===== config.mk =====
export PLATFORM = sky130hd
export DESIGN_NAME = hall_call_registry
export DESIGN_NICKNAME = d
export VERILOG_FILES = /design/src/rtl/hall_call_registry.sv
export SDC_FILE = /design/constraint.sdc
export NUM_CORES = 1
export LEC_CHECK = 0
export BUFFER_PORTS_ARGS = -buffer_cell sky130_fd_sc_hd__buf_2
export CAP_MARGIN = 40
export CORE_UTILIZATION = 55
export DETAILED_ROUTE_END_ITERATION = 12
export PLACE_DENSITY = 0.81
export SLEW_MARGIN = 20
export SYNTH_ARGS = -nofsm -noshare
export SYNTH_HDL_FRONTEND = slang
export SYNTH_SLANG_ARGS = --single-unit

===== constraint.sdc =====
create_clock -name clk -period 1.8 [get_ports clk]
set_input_delay 0.18 -clock clk [delete_from_list [all_inputs] [get_ports clk]]
set_output_delay 0.18 -clock clk [all_outputs]
set_load 0.005 [all_outputs]

===== src/rtl/hall_call_registry.sv =====
// Hall call registry: debounces a call button, latches up/down hall calls per
// floor, clears them on car arrival and tracks the car's travel direction.
`timescale 1ns/1ps
module hall_call_registry #(
  parameter int FLOORS     = 4,
  parameter int FLOOR_W    = 2,
  parameter int DEB_CYCLES = 4
) (
  input  logic               clk,
  input  logic               rst_n,
  input  logic               btn,
  input  logic               dir_up,
  input  logic [FLOOR_W-1:0] floor_sel,
  input  logic [FLOOR_W-1:0] cur_floor,
  input  logic               arrive,
  output logic [FLOORS-1:0]  up_req,
  output logic [FLOORS-1:0]  down_req,
  output logic [1:0]         up_or_down,
  output logic               accept,
  output logic               reject
);

  localparam int CNT_W = (DEB_CYCLES < 2) ? 1 : $clog2(DEB_CYCLES);
  localparam logic [CNT_W-1:0] CNT_LAST = CNT_W'(DEB_CYCLES - 1);

  typedef enum logic [1:0] {IDLE = 2'b00, DOWN = 2'b10, UP = 2'b11} dir_t;

  dir_t              state, state_nxt;
  logic              rst_meta, rst_ok;
  logic              btn_p0, btn_p1, deb_level;
  logic [CNT_W-1:0]  deb_cnt;
  logic              call_evt, call_ok, call_bad;
  logic              above, below;
  logic [FLOORS-1:0] up_set, dn_set, up_clr, dn_clr, arr_mask;

  function automatic logic call_valid(input logic up, input logic [FLOOR_W-1:0] fl);
    if (int'(fl) >= FLOORS)                      return 1'b0;
    if (up && (int'(fl) == FLOORS - 1))          return 1'b0;
    if (!up && (fl == '0))                       return 1'b0;
    return 1'b1;
  endfunction

  // Out-of-range indices yield an all-zero mask, which makes such arrivals no-ops.
  function automatic logic [FLOORS-1:0] onehot(input logic [FLOOR_W-1:0] idx);
    logic [FLOORS-1:0] v;
    v = '0;
    for (int i = 0; i < FLOORS; i++)
      if (int'(idx) == i) v[i] = 1'b1;
    return v;
  endfunction

  // Reset release is synchronised; nothing else moves until rst_ok is high.
  always_ff @(posedge clk or negedge rst_n) begin
    if (!rst_n) begin
      rst_meta <= 1'b0;
      rst_ok   <= 1'b0;
    end else begin
      rst_meta <= 1'b1;
      rst_ok   <= rst_meta;
    end
  end

  // Stage p0/p1: button synchroniser, then stability counter on the synced level.
  always_ff @(posedge clk or negedge rst_n) begin
    if (!rst_n) begin
      btn_p0    <= 1'b0;
      btn_p1    <= 1'b0;
      deb_level <= 1'b0;
      deb_cnt   <= '0;
    end else if (rst_ok) begin
      btn_p0 <= btn;
      btn_p1 <= btn_p0;
      if (btn_p1 == deb_level) begin
        deb_cnt <= '0;
      end else if (deb_cnt == CNT_LAST) begin
        deb_level <= btn_p1;
        deb_cnt   <= '0;
      end else begin
        deb_cnt <= deb_cnt + 1'b1;
      end
    end
  end

  assign call_evt = rst_ok && !deb_level && btn_p1 && (deb_cnt == CNT_LAST);

  always_comb begin
    call_ok  = call_evt && call_valid(dir_up, floor_sel);
    call_bad = call_evt && !call_valid(dir_up, floor_sel);
    up_set   = (call_ok && dir_up)  ? onehot(floor_sel) : '0;
    dn_set   = (call_ok && !dir_up) ? onehot(floor_sel) : '0;
    arr_mask = (rst_ok && arrive)   ? onehot(cur_floor) : '0;
    up_clr   = (state != DOWN) ? arr_mask : '0;
    dn_clr   = (state != UP)   ? arr_mask : '0;
  end

  always_comb begin
    above = 1'b0;
    below = 1'b0;
    for (int i = 0; i < FLOORS; i++) begin
      if (up_req[i] || down_req[i]) begin
        if (i > int'(cur_floor)) above = 1'b1;
        if (i < int'(cur_floor)) below = 1'b1;
      end
    end
  end

  always_comb begin
    state_nxt = state;
    case (state)
      IDLE:    state_nxt = above ? UP   : (below ? DOWN : IDLE);
      UP:      state_nxt = above ? UP   : (below ? DOWN : IDLE);
      DOWN:    state_nxt = below ? DOWN : (above ? UP   : IDLE);
      default: state_nxt = IDLE;
    endcase
  end

  // Set is OR-ed in after the clear so a simultaneous call survives an arrival.
  always_ff @(posedge clk or negedge rst_n) begin
    if (!rst_n) begin
      up_req   <= '0;
      down_req <= '0;
      state    <= IDLE;
      accept   <= 1'b0;
      reject   <= 1'b0;
    end else if (rst_ok) begin
      up_req   <= (up_req & ~up_clr) | up_set;
      down_req <= (down_req & ~dn_clr) | dn_set;
      state    <= state_nxt;
      accept   <= call_ok;
      reject   <= call_bad;
    end
  end

  assign up_or_down = state;

endmodule


; ---- Yosys cells after proc, flatten, opt, wreduce, memory -nomap -nowiden
; Cells that the tools add are included.
[classes]
n_addsub = 1
magnitude_cmp = 6
n_eq_ne = 12
muxes = 39
n_bitwise = 7
n_reduce_logical = 23
[ops]
columns = operator, n
row1 = $mux W1, 27
row2 = $mux W4, 5
row3 = $eq A2 B2 Y1 const B, 7
row4 = $mux W2, 6
row5 = $logic_and A1 B1 Y1, 10
row6 = $and A4 B4 Y4, 2
row7 = $logic_not A2 Y1, 4
row8 = $not A4 Y4, 2
row9 = $or A4 B4 Y4, 2
row10 = $eq A2 B1 Y1 const B, 2
row11 = $gt A2 B2 Y1 const A, 2
row12 = $logic_or A1 B1 Y1, 4
row13 = $lt A1 B2 Y1 const A, 2
row14 = $ne A2 B2 Y1 const B, 2
row15 = $pmux W2 S2, 1
row16 = $logic_not A1 Y1, 3
row17 = $reduce_and A3 Y1, 1
row18 = $add A2 B1 Y2 const B, 1
row19 = $gt A1 B2 Y1 const A, 1
row20 = $lt A2 B2 Y1 const A, 1
row21 = $reduce_or A2 Y1, 1
row22 = $eq A1 B1 Y1, 1
row23 = $not A1 Y1, 1
[word_totals]
reg_bits = 19
input_bits = 9
output_inout_bits = 12
wordCells = 99

; ---- Logic depth before layout (Yosys ltp)
[depth]
ltp_word = 10
depth_mapped = 6
depth_no_buf = 6

; ---- Worst setup path before layout
; OpenSTA, ideal clock, no wires.
[synth_path]
path_type = register -> register
startpoint = register state[0] (netlist: up_or_down[0])
endpoint = register state[0] (netlist: up_or_down[0])
arrival_ps = 1187
slack_ps = 531
path_stages_with_launch = 7
n_path_buf = 0
cell_sequence = dfrtp_1 -> inv_1 -> ha_1 -> nor2_1 -> nor3b_1 -> o21ai_1 -> o22ai_1
[synth_via]
elab_chain_len = 3
word_cells_on_any_way = 5
classes_between = eq/ne: 2 / mux: 1 / reduce/logical: 2
[synth_rtl]
columns = item, line_no
row1 = start: declaration, 28  ; dir_t state, state_nxt;
row2 = start signal: assignment, 128  ; state <= state_nxt;
row3 = $eq A2 B2 Y1 / $logic_not A2 Y1 (equally long branches), 109  ; case (state)
row4 = $reduce_or A2 Y1 (no line), -
row5 = $pmux W2 S2 *, 109
; Mark *: on every way between the ends. The rest lies on a longest branch, timed or not.
; A chain may end at the register's enable or synchronous reset.

; ---- Worst setup path in the final report
; Same ends and word-level chain as after synthesis.

==> impl_results.md <==
* Hold Crit Depth at 2
* Placeable Area at about 1500 µm²
* Routed vias at 752
* Clock Latency Late Sink at 300 ps
* Routed Antenna Nets at 0
* Setup violators final at 0
* Tot GR Track Use at between 20% and 30%
* Ys Warns at 0
* Critical path's slowest cell: dfrtp_1
* Final Hold Violating Endpoints at 0
* Fin. max-slew vios at 0
* Sink Count at 19
* Tot Pwr at between 1 and 1.5 mW
* Initial antenna violation count at 0
* Crit path DAT at roughly 1800 ps
* H-tree Lvls at 1
* Critical R2R Launch: up_or_down[0]
* Total placed cells including tap cells at 123
* Reg2reg setup slack at 270 ps
* Min Tclk post-route at roughly 1500 ps
* Setup crit start kind: flip-flop
* Mapped Cells at 89
* CTS Root Cell: clkbuf_4
* Stages on worst setup path at 6
* R2R Path End: up_or_down[0]
* Nets@finish at between 100 and 150
* Synth Net Count at approximately 100
* Crit Path Max Fanout at 4
* Peak VDD IR at approximately 0.0006 V
* Req. time, crit path at ~2000 ps
* Lkg Pwr at around 0.53 nW
* Hold Path Class: primary input to flip-flop
* Max incr delay on CP at 420 ps
* Tcrit/Tclk final at 85.0%
* Row count at 14
* Hold_sp: dir_up
* Pin count of the biggest net entering global routing at 20
* IO buf count at 20
* Routed WL at roughly 1.8 mm
* CP Buf/Inv Count at 1
* Vias per cell at between 5 and 6
* Io pins at 21
* Vias in the first global route at 750
* First-pass GRT wire length at 3.19 mm
* Crit path max-delay family: flip-flops
* Layout Cells excl Fill at about 130
* CTS clock-pin slew for the worst setup and hold paths at between 100 and 150 ps
* Post-synthesis instance area at approximately 910 µm²
* Setup Skew at ~5.8 ps
* R2R depth at 6
* Fillers at 119
* Synth Register Bits at 19
* Worst Hold Path EP: down_req[2]
* Initial Utilization at 59.9%
* DR DRC count at 0
* Sequential share of the synthesized area at between 50% and 60%
* Area Overhead vs Synth at 16.2%
* Final TNS setup at 0 ps
* Post-Syn Area per Cell at just over 10 µm²
* Die Y at approximately 43 µm
* Dpl hpwl at 1.32 mm
* Number of post-CTS setup repair buffers at 0
* Die X at ~43 µm
* First DRT Iteration DRCs at 30
* DP Area at between 1000 and 1500 µm²
* Share of cells above drive strength 1 at between 20 and 30%
* Outcome: completed
* RSZ-0062 raised after global routing: false
* TritonRoute pass-1 iters at 4
* ANT cells at 0
* CP cell instances: inv_1 -> ha_1 -> nor2_1 -> nor3b_1 -> o21ai_1 -> o22ai_1
* Cts bufs inserted at 3
* Final non-filler cell area at between 1000 and 1500 µm²
* Pwr dens at 977 nW/µm²
* RePlAce Congestion at around 0.78
* Clock Tree Buf Depth at 2
* WL/cell at between 10 and 15 µm
* Max capacitance violation total at 0
* CTS tree: done
* Kind of critical path: flip-flop to flip-flop
* Unique masters post-synth at 29
* Max Clock Freq at about 650 MHz
* Grt ovf at 0
* Die ar. at around 1800 µm²
* CP endpoint kind: flip-flop
==> worst max-delay path by stage <==
stage               endpoint     startpoint
2_1_floorplan  up_or_down[0]  up_or_down[0]
3_3_place_gp   up_or_down[0]  up_or_down[0]
3_5_place_dp   up_or_down[0]  up_or_down[0]
4_1_cts        up_or_down[0]  up_or_down[0]
5_1_grt        up_or_down[0]  up_or_down[0]
6_report       up_or_down[0]  up_or_down[0]
==> cells in the mapped netlist <==
master / number / area share, %
dfrtp_1: 19 / 52
o21ai_0: 9 / 4.9
inv_1: 7 / 2.9
nand2_1: 6 / 2.5
nor2_1: 5 / 2.1
ha_1: 4 / 5.5
nand2b_1: 4 / 2.7
o21ai_1: 4 / 2.2
mux2_2: 3 / 3.7
o22ai_1: 3 / 2.1
a21oi_1: 2 / 1.1
buf_2: 2 / 1.1
nand3_1: 2 / 1.1
nand3b_1: 2 / 1.6
o211ai_1: 2 / 1.6
o31ai_1: 2 / 1.6
a31oi_1: 1 / 0.69
and3_1: 1 / 0.69
conb_1: 1 / 0.41
nand4b_1: 1 / 0.96
nor3_1: 1 / 0.55
nor3b_1: 1 / 0.82
o21a_1: 1 / 0.82
o21bai_1: 1 / 0.82
o31a_1: 1 / 0.96
o32ai_1: 1 / 0.96
o41ai_2: 1 / 1.8
or2_1: 1 / 0.69
xnor2_1: 1 / 0.96
==> cell type report <==
cell class	instances	area (µm²)	area share, %
well taps	16	20.0	1.89
flip-flops and latches	19	475	44.9
clock buffers	3	22.5	2.13
multi-input cells	61	400	37.8
inverters	7	26.3	2.48
repair buffers	21	110	10.4
clock inverters	1	5.00	0.472
==> through the flow <==
stage	utilization [%]	hold slack [ps]	worst slack, ps
after floorplan	-	-116	531
after global placement	67.1	134	431
after detailed placement	67.1	140	305
after CTS	69.5	97.8	274
after global routing	69.5	97.9	103
final	69.5	103	269
==> flip-flops by register name, summed over array words and instances, names as in the netlist <==
| signal | cells |
|---|---|
| btn_p0 | 1 |
| up_req | 4 |
| rst_ok | 1 |
| reject | 1 |
| deb_cnt | 2 |
| down_req | 4 |
| rst_meta | 1 |
| deb_level | 1 |
| up_or_down | 2 |
| btn_p1 | 1 |
| accept | 1 |
==> cells by family (layout without fill, tap and decap cells) <==
kind of cell	Yosys count	after routing	share of synthesized area [%]
XOR/XNOR	1	1	0.960
flip-flops	19	19	52.1
other	1	1	0.411
AND/OR/NAND/NOR	24	24	13.7
AO/OA/AOI/OAI	28	28	19.6
multiplexers	3	3	3.70
buffers and inverters	9	32	3.98
adder cells (fa/ha/maj)	4	4	5.49
==> placed cells by master (no fill, tap or decap), drive strengths merged, types with 2 or more instances in the layout <==
| cell | count |
|---|---|
| a21oi | 2 |
| buf | 20 |
| clkbuf | 3 |
| dfrtp | 19 |
| ha | 4 |
| inv | 7 |
| mux2 | 3 |
| nand2 | 6 |
| nand2b | 4 |
| nand3 | 2 |
| nand3b | 2 |
| nor2 | 5 |
| o211ai | 2 |
| o21ai | 13 |
| o22ai | 3 |
| o31ai | 2 |
==> power breakdown <==
| part | internal, mW | switching, mW | total [mW] |
|---|---|---|---|
| Clock | 0.0829 | 0.137 | 0.220 |
| Sequential | 0.490 | 0.0597 | 0.550 |
| Combinational | 0.129 | 0.137 | 0.266 |
| Total | 0.702 | 0.334 | 1.04 |
==> metal layers <==
layer / GRT usage (%) / vias up / wire [µm]
met4: 15.0 / 0 / 18
met3: 5.96 / 2 / 85
li1: - / 363 / -
met1: 30.7 / 358 / 854
met5: 0 / - / 0
met2: 37.3 / 29 / 880
==> timing repair <==
action                    in CTS  in global routing
hold buffers                   1                  0
gates resized for setup        0                  0
hold endpoints to repair      19                  0
Power figures use the tool's default switching activity.
